<file path="src/rtl/hitbox_pkg.sv">
// Shared types and constants for the hitbox scanner: box field layout,
// packed box type, FSM state encoding and an index-width helper.
package hitbox_pkg;

   localparam int COORD_W = 10;

   // Field position inside one packed box, in units of COORD_W.
   localparam int F_X1 = 0;
   localparam int F_X2 = 1;
   localparam int F_Y1 = 2;
   localparam int F_Y2 = 3;

   localparam int X1_OFS = F_X1 * COORD_W;
   localparam int X2_OFS = F_X2 * COORD_W;
   localparam int Y1_OFS = F_Y1 * COORD_W;
   localparam int Y2_OFS = F_Y2 * COORD_W;
   localparam int BOX_W  = 4 * COORD_W;

   typedef struct packed {
      logic [COORD_W-1:0] y2;
      logic [COORD_W-1:0] y1;
      logic [COORD_W-1:0] x2;
      logic [COORD_W-1:0] x1;
   } box_t;

   typedef enum logic [1:0] {
      IDLE = 2'd0,
      SCAN = 2'd1,
      DONE = 2'd2
   } state_e;

   // A single-entry side still needs a 1-bit index register.
   function automatic int idx_width(input int n);
      return (n > 1) ? $clog2(n) : 1;
   endfunction

endpackage

</file>
<file path="src/rtl/hitbox_mux.sv">
// Selects one packed box from a snapshot vector by index and unpacks it.
// Outputs are forced to zero while en_i is low.
module hitbox_mux #(
   parameter int N       = 4,
   parameter int COORD_W = hitbox_pkg::COORD_W,
   parameter int IDX_W   = hitbox_pkg::idx_width(N)
) (
   input  logic [N*4*COORD_W-1:0] boxes_i,
   input  logic [IDX_W-1:0]       idx_i,
   input  logic                   en_i,
   output logic [COORD_W-1:0]     x1_o,
   output logic [COORD_W-1:0]     x2_o,
   output logic [COORD_W-1:0]     y1_o,
   output logic [COORD_W-1:0]     y2_o
);
   import hitbox_pkg::*;

   // NOTE: every output gets a default before the loop, so no latch is inferred.
   always_comb begin
      x1_o = '0;
      x2_o = '0;
      y1_o = '0;
      y2_o = '0;
      for (int k = 0; k < N; k++) begin
         if (en_i && (idx_i == IDX_W'(k))) begin
            x1_o = boxes_i[k*4*COORD_W + F_X1*COORD_W +: COORD_W];
            x2_o = boxes_i[k*4*COORD_W + F_X2*COORD_W +: COORD_W];
            y1_o = boxes_i[k*4*COORD_W + F_Y1*COORD_W +: COORD_W];
            y2_o = boxes_i[k*4*COORD_W + F_Y2*COORD_W +: COORD_W];
         end
      end
   end

endmodule

</file>
<file path="src/rtl/hitbox_scanner.sv">
// Per-frame collision sequencer: snapshots both box sets on start, walks every
// A x B pair through the external detector, then publishes the hit matrix.
module hitbox_scanner #(
   parameter int NUM_A   = 4,
   parameter int NUM_B   = 4,
   parameter int COORD_W = hitbox_pkg::COORD_W
) (
   input  logic                       clk,
   input  logic                       rst_n,
   input  logic                       start,
   input  logic [NUM_A*4*COORD_W-1:0] a_boxes,
   input  logic [NUM_B*4*COORD_W-1:0] b_boxes,
   input  logic [NUM_A-1:0]           a_valid,
   input  logic [NUM_B-1:0]           b_valid,
   output logic [COORD_W-1:0]         det_a_x1,
   output logic [COORD_W-1:0]         det_a_x2,
   output logic [COORD_W-1:0]         det_a_y1,
   output logic [COORD_W-1:0]         det_a_y2,
   output logic [COORD_W-1:0]         det_b_x1,
   output logic [COORD_W-1:0]         det_b_x2,
   output logic [COORD_W-1:0]         det_b_y1,
   output logic [COORD_W-1:0]         det_b_y2,
   input  logic                       det_result,
   output logic                       busy,
   output logic                       done,
   output logic [NUM_A*NUM_B-1:0]     hit_matrix,
   output logic [NUM_A-1:0]           hit_a,
   output logic [NUM_B-1:0]           hit_b
);
   import hitbox_pkg::*;

   localparam int N  = NUM_A * NUM_B;
   localparam int AW = idx_width(NUM_A);
   localparam int BW = idx_width(NUM_B);

   state_e                     state_q, state_d;
   logic [AW-1:0]              i_q, i_d;
   logic [BW-1:0]              j_q, j_d;
   logic [NUM_A*4*COORD_W-1:0] a_snap_q, a_snap_d;
   logic [NUM_B*4*COORD_W-1:0] b_snap_q, b_snap_d;
   logic [NUM_A-1:0]           a_valid_q, a_valid_d;
   logic [NUM_B-1:0]           b_valid_q, b_valid_d;
   logic [N-1:0]               work_q, work_d;
   logic [N-1:0]               matrix_q, matrix_d;
   logic [NUM_A-1:0]           hit_a_q, hit_a_d;
   logic [NUM_B-1:0]           hit_b_q, hit_b_d;

   logic [N-1:0]     work_upd;
   logic [NUM_A-1:0] row_or;
   logic [NUM_B-1:0] col_or;
   logic             last_pair;
   logic             scanning;

   assign scanning  = (state_q == SCAN);
   assign last_pair = (i_q == AW'(NUM_A-1)) && (j_q == BW'(NUM_B-1));

   hitbox_mux #(.N(NUM_A), .COORD_W(COORD_W), .IDX_W(AW)) u_mux_a (
      .boxes_i (a_snap_q),
      .idx_i   (i_q),
      .en_i    (scanning),
      .x1_o    (det_a_x1),
      .x2_o    (det_a_x2),
      .y1_o    (det_a_y1),
      .y2_o    (det_a_y2)
   );

   hitbox_mux #(.N(NUM_B), .COORD_W(COORD_W), .IDX_W(BW)) u_mux_b (
      .boxes_i (b_snap_q),
      .idx_i   (j_q),
      .en_i    (scanning),
      .x1_o    (det_b_x1),
      .x2_o    (det_b_x2),
      .y1_o    (det_b_y1),
      .y2_o    (det_b_y2)
   );

   // Working matrix with the current pair's result merged in; publication on
   // the last pair uses this so the final bit is included.
   always_comb begin
      work_upd = work_q;
      for (int a = 0; a < NUM_A; a++) begin
         for (int b = 0; b < NUM_B; b++) begin
            if ((i_q == AW'(a)) && (j_q == BW'(b))) begin
               work_upd[a*NUM_B+b] = det_result & a_valid_q[a] & b_valid_q[b];
            end
         end
      end
   end

   always_comb begin
      row_or = '0;
      col_or = '0;
      for (int a = 0; a < NUM_A; a++) begin
         for (int b = 0; b < NUM_B; b++) begin
            row_or[a] = row_or[a] | work_upd[a*NUM_B+b];
            col_or[b] = col_or[b] | work_upd[a*NUM_B+b];
         end
      end
   end

   always_comb begin
      state_d   = state_q;
      i_d       = i_q;
      j_d       = j_q;
      a_snap_d  = a_snap_q;
      b_snap_d  = b_snap_q;
      a_valid_d = a_valid_q;
      b_valid_d = b_valid_q;
      work_d    = work_q;
      matrix_d  = matrix_q;
      hit_a_d   = hit_a_q;
      hit_b_d   = hit_b_q;

      unique case (state_q)
         IDLE: begin
            if (start) begin
               state_d   = SCAN;
               a_snap_d  = a_boxes;
               b_snap_d  = b_boxes;
               a_valid_d = a_valid;
               b_valid_d = b_valid;
               i_d       = '0;
               j_d       = '0;
               work_d    = '0;
            end
         end
         SCAN: begin
            work_d = work_upd;
            if (last_pair) begin
               matrix_d = work_upd;
               hit_a_d  = row_or;
               hit_b_d  = col_or;
               i_d      = '0;
               j_d      = '0;
               state_d  = DONE;
            end else if (j_q == BW'(NUM_B-1)) begin
               j_d = '0;
               i_d = i_q + AW'(1);
            end else begin
               j_d = j_q + BW'(1);
            end
         end
         DONE:    state_d = IDLE;
         default: state_d = IDLE;
      endcase
   end

   // NOTE: state updates use non-blocking assignments; the snapshot registers
   // are plain flops (not a RAM), so they are reset along with everything else.
   always_ff @(posedge clk or negedge rst_n) begin
      if (!rst_n) begin
         state_q   <= IDLE;
         i_q       <= '0;
         j_q       <= '0;
         a_snap_q  <= '0;
         b_snap_q  <= '0;
         a_valid_q <= '0;
         b_valid_q <= '0;
         work_q    <= '0;
         matrix_q  <= '0;
         hit_a_q   <= '0;
         hit_b_q   <= '0;
      end else begin
         state_q   <= state_d;
         i_q       <= i_d;
         j_q       <= j_d;
         a_snap_q  <= a_snap_d;
         b_snap_q  <= b_snap_d;
         a_valid_q <= a_valid_d;
         b_valid_q <= b_valid_d;
         work_q    <= work_d;
         matrix_q  <= matrix_d;
         hit_a_q   <= hit_a_d;
         hit_b_q   <= hit_b_d;
      end
   end

   assign busy       = scanning;
   assign done       = (state_q == DONE);
   assign hit_matrix = matrix_q;
   assign hit_a      = hit_a_q;
   assign hit_b      = hit_b_q;

endmodule

</file>
<file path="config.mk">
export PLATFORM = sky130hd
export DESIGN_NAME = hitbox_scanner
export DESIGN_NICKNAME = d
export VERILOG_FILES = /design/src/rtl/hitbox_pkg.sv /design/src/rtl/hitbox_mux.sv /design/src/rtl/hitbox_scanner.sv
export SDC_FILE = /design/constraint.sdc
export NUM_CORES = 1
export LEC_CHECK = 0
export BUFFER_PORTS_ARGS = -buffer_cell sky130_fd_sc_hd__buf_2
export CELL_PAD_IN_SITES_DETAIL_PLACEMENT = 2
export CELL_PAD_IN_SITES_GLOBAL_PLACEMENT = 2
export CORE_ASPECT_RATIO = 0.8
export CORE_MARGIN = 5
export CORE_UTILIZATION = 38
export DETAILED_ROUTE_END_ITERATION = 8
export HOLD_SLACK_MARGIN = 0.03
export PLACE_DENSITY_LB_ADDON = 0.25
export SYNTH_ARGS = -nofsm -noshare
export SYNTH_HDL_FRONTEND = slang
export SYNTH_SLANG_ARGS = --single-unit
</file>
<file path="constraint.sdc">
create_clock -name clk -period 3.65 [get_ports clk]
set_clock_uncertainty 0.2 [all_clocks]
set_input_delay 0.73 -clock clk [delete_from_list [all_inputs] [get_ports clk]]
set_output_delay 0.73 -clock clk [all_outputs]
set_load 0.005 [all_outputs]
</file>
**Word-level counts from Yosys, hierarchy flattened**

Cells that the tools add are included.

- Flip-flop bits (word level): 374
- Input bits: 332
- Output and inout bits: 106
- Logic and storage cells: 161

- Add/sub/neg operators: 2
- Equality and inequality tests: 11
- Muxes and demuxes: 60
- Bitwise gates (word level): 44
- Reduce and logical (&&, ||, !) cells: 33

Operators with widths:

| cell | number |
|---|---|
| 2-to-1 mux 10 bit | 32 |
| one-hot mux 16 bit (2 select lines) | 1 |
| logical AND 1 bit | 24 |
| OR 1 bit | 24 |
| AND 1 bit | 20 |
| 2-to-1 mux 1 bit | 16 |
| 2-to-1 mux 16 bit | 1 |
| 2-to-1 mux 2 bit | 7 |
| one-hot mux 2 bit (2 select lines) | 3 |
| == test 2 bit, second input constant | 5 |
| AND reduction 2 bit | 4 |
| == test 2 x 1 -> 1 bit, second input constant | 3 |
| zero test 2 bit | 3 |
| adder 2 x 1 -> 2 bit, second input constant | 2 |
| != test 2 bit, second input constant | 2 |
| != test 3 bit, second input constant | 1 |
| AND reduction 3 bit | 1 |
| nonzero test 2 bit | 1 |

**Logic depth before layout (Yosys ltp)**

- Word-level depth: 6
- Gate-level depth with buffers: 8
- Depth with buffers taken out: 6

**Cells and area by module**

From an unflattened synthesis, not the netlist that was laid out.

- Cells, all modules: 1175
- Area, all modules: 16677.2 sq um

Modules (own cells, without submodules):

| module | times used | cells each | area each (sq um) | seq. area each (sq um) |
|---|---|---|---|---|
| hitbox_scanner | 1 | 897 | 14252.4 | 9334.0 |
| hitbox_mux | 2 | 139 | 1212.4 | 0.0 |

**Least setup slack after synthesis**

No wires, ideal clock.

- Kind: register -> output
- Start point: register i_q[0]
- End point: output port det_a_y1[7]
- Arrival: 1.615 ns
- Data required time: 2.720 ns
- Path slack: 1.105 ns
- Cell stages (with the launch flop): 9
- Buffers on the path: 3
- Cell sequence: dfrtp_1 -> inv_1 -> ha_1 -> buf_4 -> and2b_1 -> buf_2 -> buf_4 -> a221oi_1 -> o31ai_1

- Word-level cells in the longest chain between the ends: 6
- Elaborated cells on any way between the ends: 12
- Those cells by class: eq/ne: 3; mux: 4; reduce/logical: 5

Ends and longest elaborated chain:

| element | RTL line | source |
|---|---|---|
| start: declaration | hitbox_scanner.sv:37 | `logic [AW-1:0] i_q, i_d;` |
| start signal: assignment | hitbox_scanner.sv:165 | `i_q <= i_d;` |
| zero test 2 bit | hitbox_mux.sv:25 | `if (en_i && (idx_i == IDX_W'(k))) begin` |
| logical AND 1 bit | hitbox_mux.sv:25 |  |
| 2-to-1 mux 10 bit (3 in a row) | hitbox_mux.sv:25 |  |
| 2-to-1 mux 10 bit (*) | hitbox_mux.sv:25 |  |
| end: declaration | hitbox_scanner.sv:17 | `output logic [COORD_W-1:0] det_a_y1,` |

Mark *: on every way between the ends. The rest lies on a longest branch, timed or not.

**Final worst setup path**

- Start point: register j_q[0]
- End point: output port det_b_y1[3]

- Word-level cells in the longest chain between the ends: 6
- Elaborated cells on any way between the ends: 12
- Those cells by class: eq/ne: 3; mux: 4; reduce/logical: 5

Ends and longest elaborated chain:

| element | RTL line | source |
|---|---|---|
| start: declaration | hitbox_scanner.sv:38 | `logic [BW-1:0] j_q, j_d;` |
| start signal: assignment | hitbox_scanner.sv:166 | `j_q <= j_d;` |
| zero test 2 bit | hitbox_mux.sv:25 |  |
| logical AND 1 bit | hitbox_mux.sv:25 |  |
| 2-to-1 mux 10 bit (3 in a row) | hitbox_mux.sv:25 |  |
| 2-to-1 mux 10 bit (*) | hitbox_mux.sv:25 |  |
| end: declaration | hitbox_scanner.sv:21 | `output logic [COORD_W-1:0] det_b_y1,` |

Marks and branches as above.

==> out/qor.yml <==
path_cells: "inv_1, ha_2, and2b_1, buf_12, a221oi_1, o31ai_1, buf_2"
overflow: 0
power_density_nw_per_um2: 969
postPlaceCellArea_um2: 19600
place.detailed.hpwl_mm: 41.0
syn_nets: 1630
minimum_setup_slack_after_placement_ns: 0.555
ys.warnings.count: 0
timing.critical_path.arrival_ns: 2.55
r2r.worst_path.cells: 7
power_frac_clock_pct: 21.8
async_flop_share_pct: 100
post-route-worst-setup-slack_ns: 0.168
final-setup-viol-count: 0
final_area_um2: 21200
max_slew.worst_pin.slew_ns: 0.760
inserted_clock_buffers: 42
power.share.combinational_pct: 41.6
finalHoldViolations: 0
rd_place_congestion: 0.819
place.port_buffers: 437
clockRootBuffer: "sky130_fd_sc_hd__clkbuf_16"
slew_violations: 0
htree_num_levels: 2
worst-path-stages: 7
cts.reportedPaths.clkPinSlew_ns: 0.06
die_area_um2: 48500
pleak_nw: 9.36
yosys_most_used_dff: "sky130_fd_sc_hd__dfrtp_1"
routedWlPerCell_um: 25.7
p_switching_mw: 7.44
synth_edf_count: 0
synth_cells: 1290
tritoncts: "done"
internal_power_mw: 13.1
ant_nets: 0
worst_skew_pair.late_latency_ns: 0.54
grt_setup_unrepaired: "false"
p_total_mw: 20.5
final_util_pct: 48.8
ys_seq_elements: 373
drc_errors: 0
hold-path-cell-count: 2
fraction_of_layout_cells_with_a_size_suffix_above_1_pct: 51.7
synthTopCellsByCount: "373 x sky130_fd_sc_hd__dfrtp_1, 328 x sky130_fd_sc_hd__mux2_2, 80 x sky130_fd_sc_hd__nand3_1, 80 x sky130_fd_sc_hd__nor2b_1, 80 x sky130_fd_sc_hd__o31ai_1"
required_ns: 2.72
area.growth.synth_to_final_pct: 26.2
first_global_vias: 14700
drt_iter0_drc: 587
drt_first_pass_iters: 5
synth_area_leaders: "sky130_fd_sc_hd__dfrtp_1 56%, sky130_fd_sc_hd__mux2_2 22%, sky130_fd_sc_hd__a221oi_1 4.1%"
track_usage_pct: 23.7
clock_sinks: 373
initial_util_pct: 38.7
hold_path_class: "input port to flip-flop"
count_of_pins_on_the_block_boundary: 438
hold_path.startpoint: "a_boxes[52]"
critPathBufInv: 3
cts_buffer_depth: 3
yosysSeqAreaShare_pct: 55.6
regToRegStartpoint: "i_q[0]"
yosys.cell_count.top_type: "sky130_fd_sc_hd__dfrtp_1"
critical_path.startpoint: "j_q[0]"
min_period_ns: 3.48
end_kind: "output port"
critical_path.max_stage_delay_ns: 0.43
power.share.switching_pct: 36.2
placement_rows: 68
wl_mm: 59.4
timing.setup.tns_ns: 0
share_of_the_synthesized_area_in_the_top_cell_type_pct: 55.6
synth_largest_area_cell: "sky130_fd_sc_hd__dfrtp_1"
grt_first_pass_wirelength_mm: 90.2
layout.nets: 2041
vias: 12700
path_max_fanout: 40
die_width_um: 245
vias_per_cell: 5.50
seqPwrFrac_pct: 36.6
maxSlewHeadroom_pct: 49.3
crit_family: "buffers and inverters"
antenna_found_initial: 30
status: "finished, final reports clean"
achievable-frequency_mhz: 287
timing.critical_path.slowest_stage_cell: "sky130_fd_sc_hd__dfrtp_1"
worst-setup-path-type: "flip-flop to output port"
grt_max_degree: 105
floorplan.core_area_um2: 43400
netlist_area_um2: 16800
die_y_um: 198
filler_cell_count: 4297
fin_crit_share_pct: 95.4
max_cap_viol_count: 0
setup.worst_path.start_class: "flip-flop"
max_ir_drop_vdd_uv: 580
synth_area_per_cell_um2: 13.0
netlist-cell-type-count: 32
## placed cells by master (no fill, tap or decap), types with 2 or more instances in the layout
cell type / synthesis / layout
sky130_fd_sc_hd__a21boi_0: 15 / 15
sky130_fd_sc_hd__a21oi_1: 2 / 2
sky130_fd_sc_hd__a221oi_1: 79 / 78
sky130_fd_sc_hd__a31oi_1: 8 / 8
sky130_fd_sc_hd__a32o_1: 2 / 2
sky130_fd_sc_hd__a41oi_1: 15 / 15
sky130_fd_sc_hd__and2_1: 5 / 5
sky130_fd_sc_hd__and2b_1: 2 / 2
sky130_fd_sc_hd__and3_1: 8 / 8
sky130_fd_sc_hd__buf_12: 0 / 15
sky130_fd_sc_hd__buf_2: 22 / 436
sky130_fd_sc_hd__buf_4: 34 / 26
sky130_fd_sc_hd__bufinv_16: 0 / 3
sky130_fd_sc_hd__clkbuf_1: 48 / 4
sky130_fd_sc_hd__clkbuf_16: 0 / 45
sky130_fd_sc_hd__clkbuf_8: 0 / 13
sky130_fd_sc_hd__clkinv_2: 0 / 11
sky130_fd_sc_hd__dfrtp_1: 373 / 373
sky130_fd_sc_hd__diode_2: 0 / 18
sky130_fd_sc_hd__ha_2: 0 / 4
sky130_fd_sc_hd__ha_4: 0 / 4
sky130_fd_sc_hd__inv_1: 4 / 4
sky130_fd_sc_hd__mux2_2: 328 / 328
sky130_fd_sc_hd__nand2_1: 36 / 36
sky130_fd_sc_hd__nand2b_1: 3 / 2
sky130_fd_sc_hd__nand3_1: 80 / 80
sky130_fd_sc_hd__nor2_1: 10 / 10
sky130_fd_sc_hd__nor2b_1: 80 / 80
sky130_fd_sc_hd__o21ai_0: 19 / 19
sky130_fd_sc_hd__o22ai_1: 15 / 15
sky130_fd_sc_hd__o31ai_1: 80 / 77
sky130_fd_sc_hd__o31ai_2: 0 / 3
## final timing paths
path	endpoint	slack [ns]
max	det_b_y1[3]	0.17
min	a_snap_q[52]	0.21
max reg2reg	hit_b[2]	0.92
min reg2reg	hit_matrix[6]	0.27
max in group asynchronous	b_snap_q[104]	1.64
min in group asynchronous	a_snap_q[22]	0.54
## stage by stage
step                      std cells  hold slack (ns)
after floorplan                1290            0.234
after global placement         2216            0.258
after detailed placement       2216            0.265
after CTS                      2294            0.180
after global routing           2308            0.187
final                          2312            0.210
## kinds of logic after synthesis
logic type                 count (synthesis)  share of synthesized area, %
adders and majority gates                  8                         0.596
muxes                                    329                          22.0
buffers and inverters                    118                          3.80
DFF                                      373                          55.6
AOI/OAI and AO/OA                        235                          10.7
and+or+nand+nor                          227                          7.25
## state kept, by name, indices dropped and copies added, names as in the netlist
signal / cells
b_valid_q: 4
work_q: 15
j_q: 2
i_q: 2
a_snap_q: 160
hit_a: 4
a_valid_q: 4
b_snap_q: 160
hit_matrix: 16
state_q: 2
hit_b: 4
## repair_timing
| action | CTS | global route |
|---|---|---|
| gates resized for setup | 2 | 8 |
| setup endpoints to repair | 2 | 31 |
| endpoints found under the hold margin | 64 | 0 |
| buffers inserted | 0 | 0 |
| hold buffers | 1 | 0 |
| gates cloned | 0 | 0 |
| pin swaps | 0 | 1 |
## area by class of cell
class	instances	area [um2]	area share, %
Inverter	6	25.0	0.118
Clock inverter	15	153	0.720
Sequential cell	373	9330	44.0
Antenna cell	18	45.0	0.213
Tap cell	560	701	3.31
Clock buffer	62	1320	6.23
Multi-Input combinational cell	799	6920	32.6
Timing Repair Buffer	479	2700	12.8
## worst register-to-register path: stages, from the launching register on
cell and delay [ns]:
sky130_fd_sc_hd__dfrtp_1 0.45, sky130_fd_sc_hd__inv_1 0.20, sky130_fd_sc_hd__ha_4 0.43, sky130_fd_sc_hd__buf_4 0.30, sky130_fd_sc_hd__a21boi_0 0.12, sky130_fd_sc_hd__a41oi_1 0.49
sky130_fd_sc_hd__and3_1 0.25, sky130_fd_sc_hd__a31oi_1 0.11
## layer usage
layer  track usage, %  vias up  routed length (um)
li1                 -     5648                   -
met3             5.90       99                3200
met5                0        -                 167
met1             30.3     6636               24800
met2             40.6      297               30000
met4             6.17       26                1200
## power by group through the flow
stage / Combinational, mW / Sequential (mW) / Clock, mW
global placement: 8.13 / 7.38 / 0
floorplan: 5.44 / 7.05 / 0
global route: 9.27 / 7.76 / 4.78
detailed placement: 8.46 / 7.55 / 0
CTS: 8.59 / 7.52 / 4.60
finish: 8.55 / 7.52 / 4.48
(Power assumes the default switching activity.)
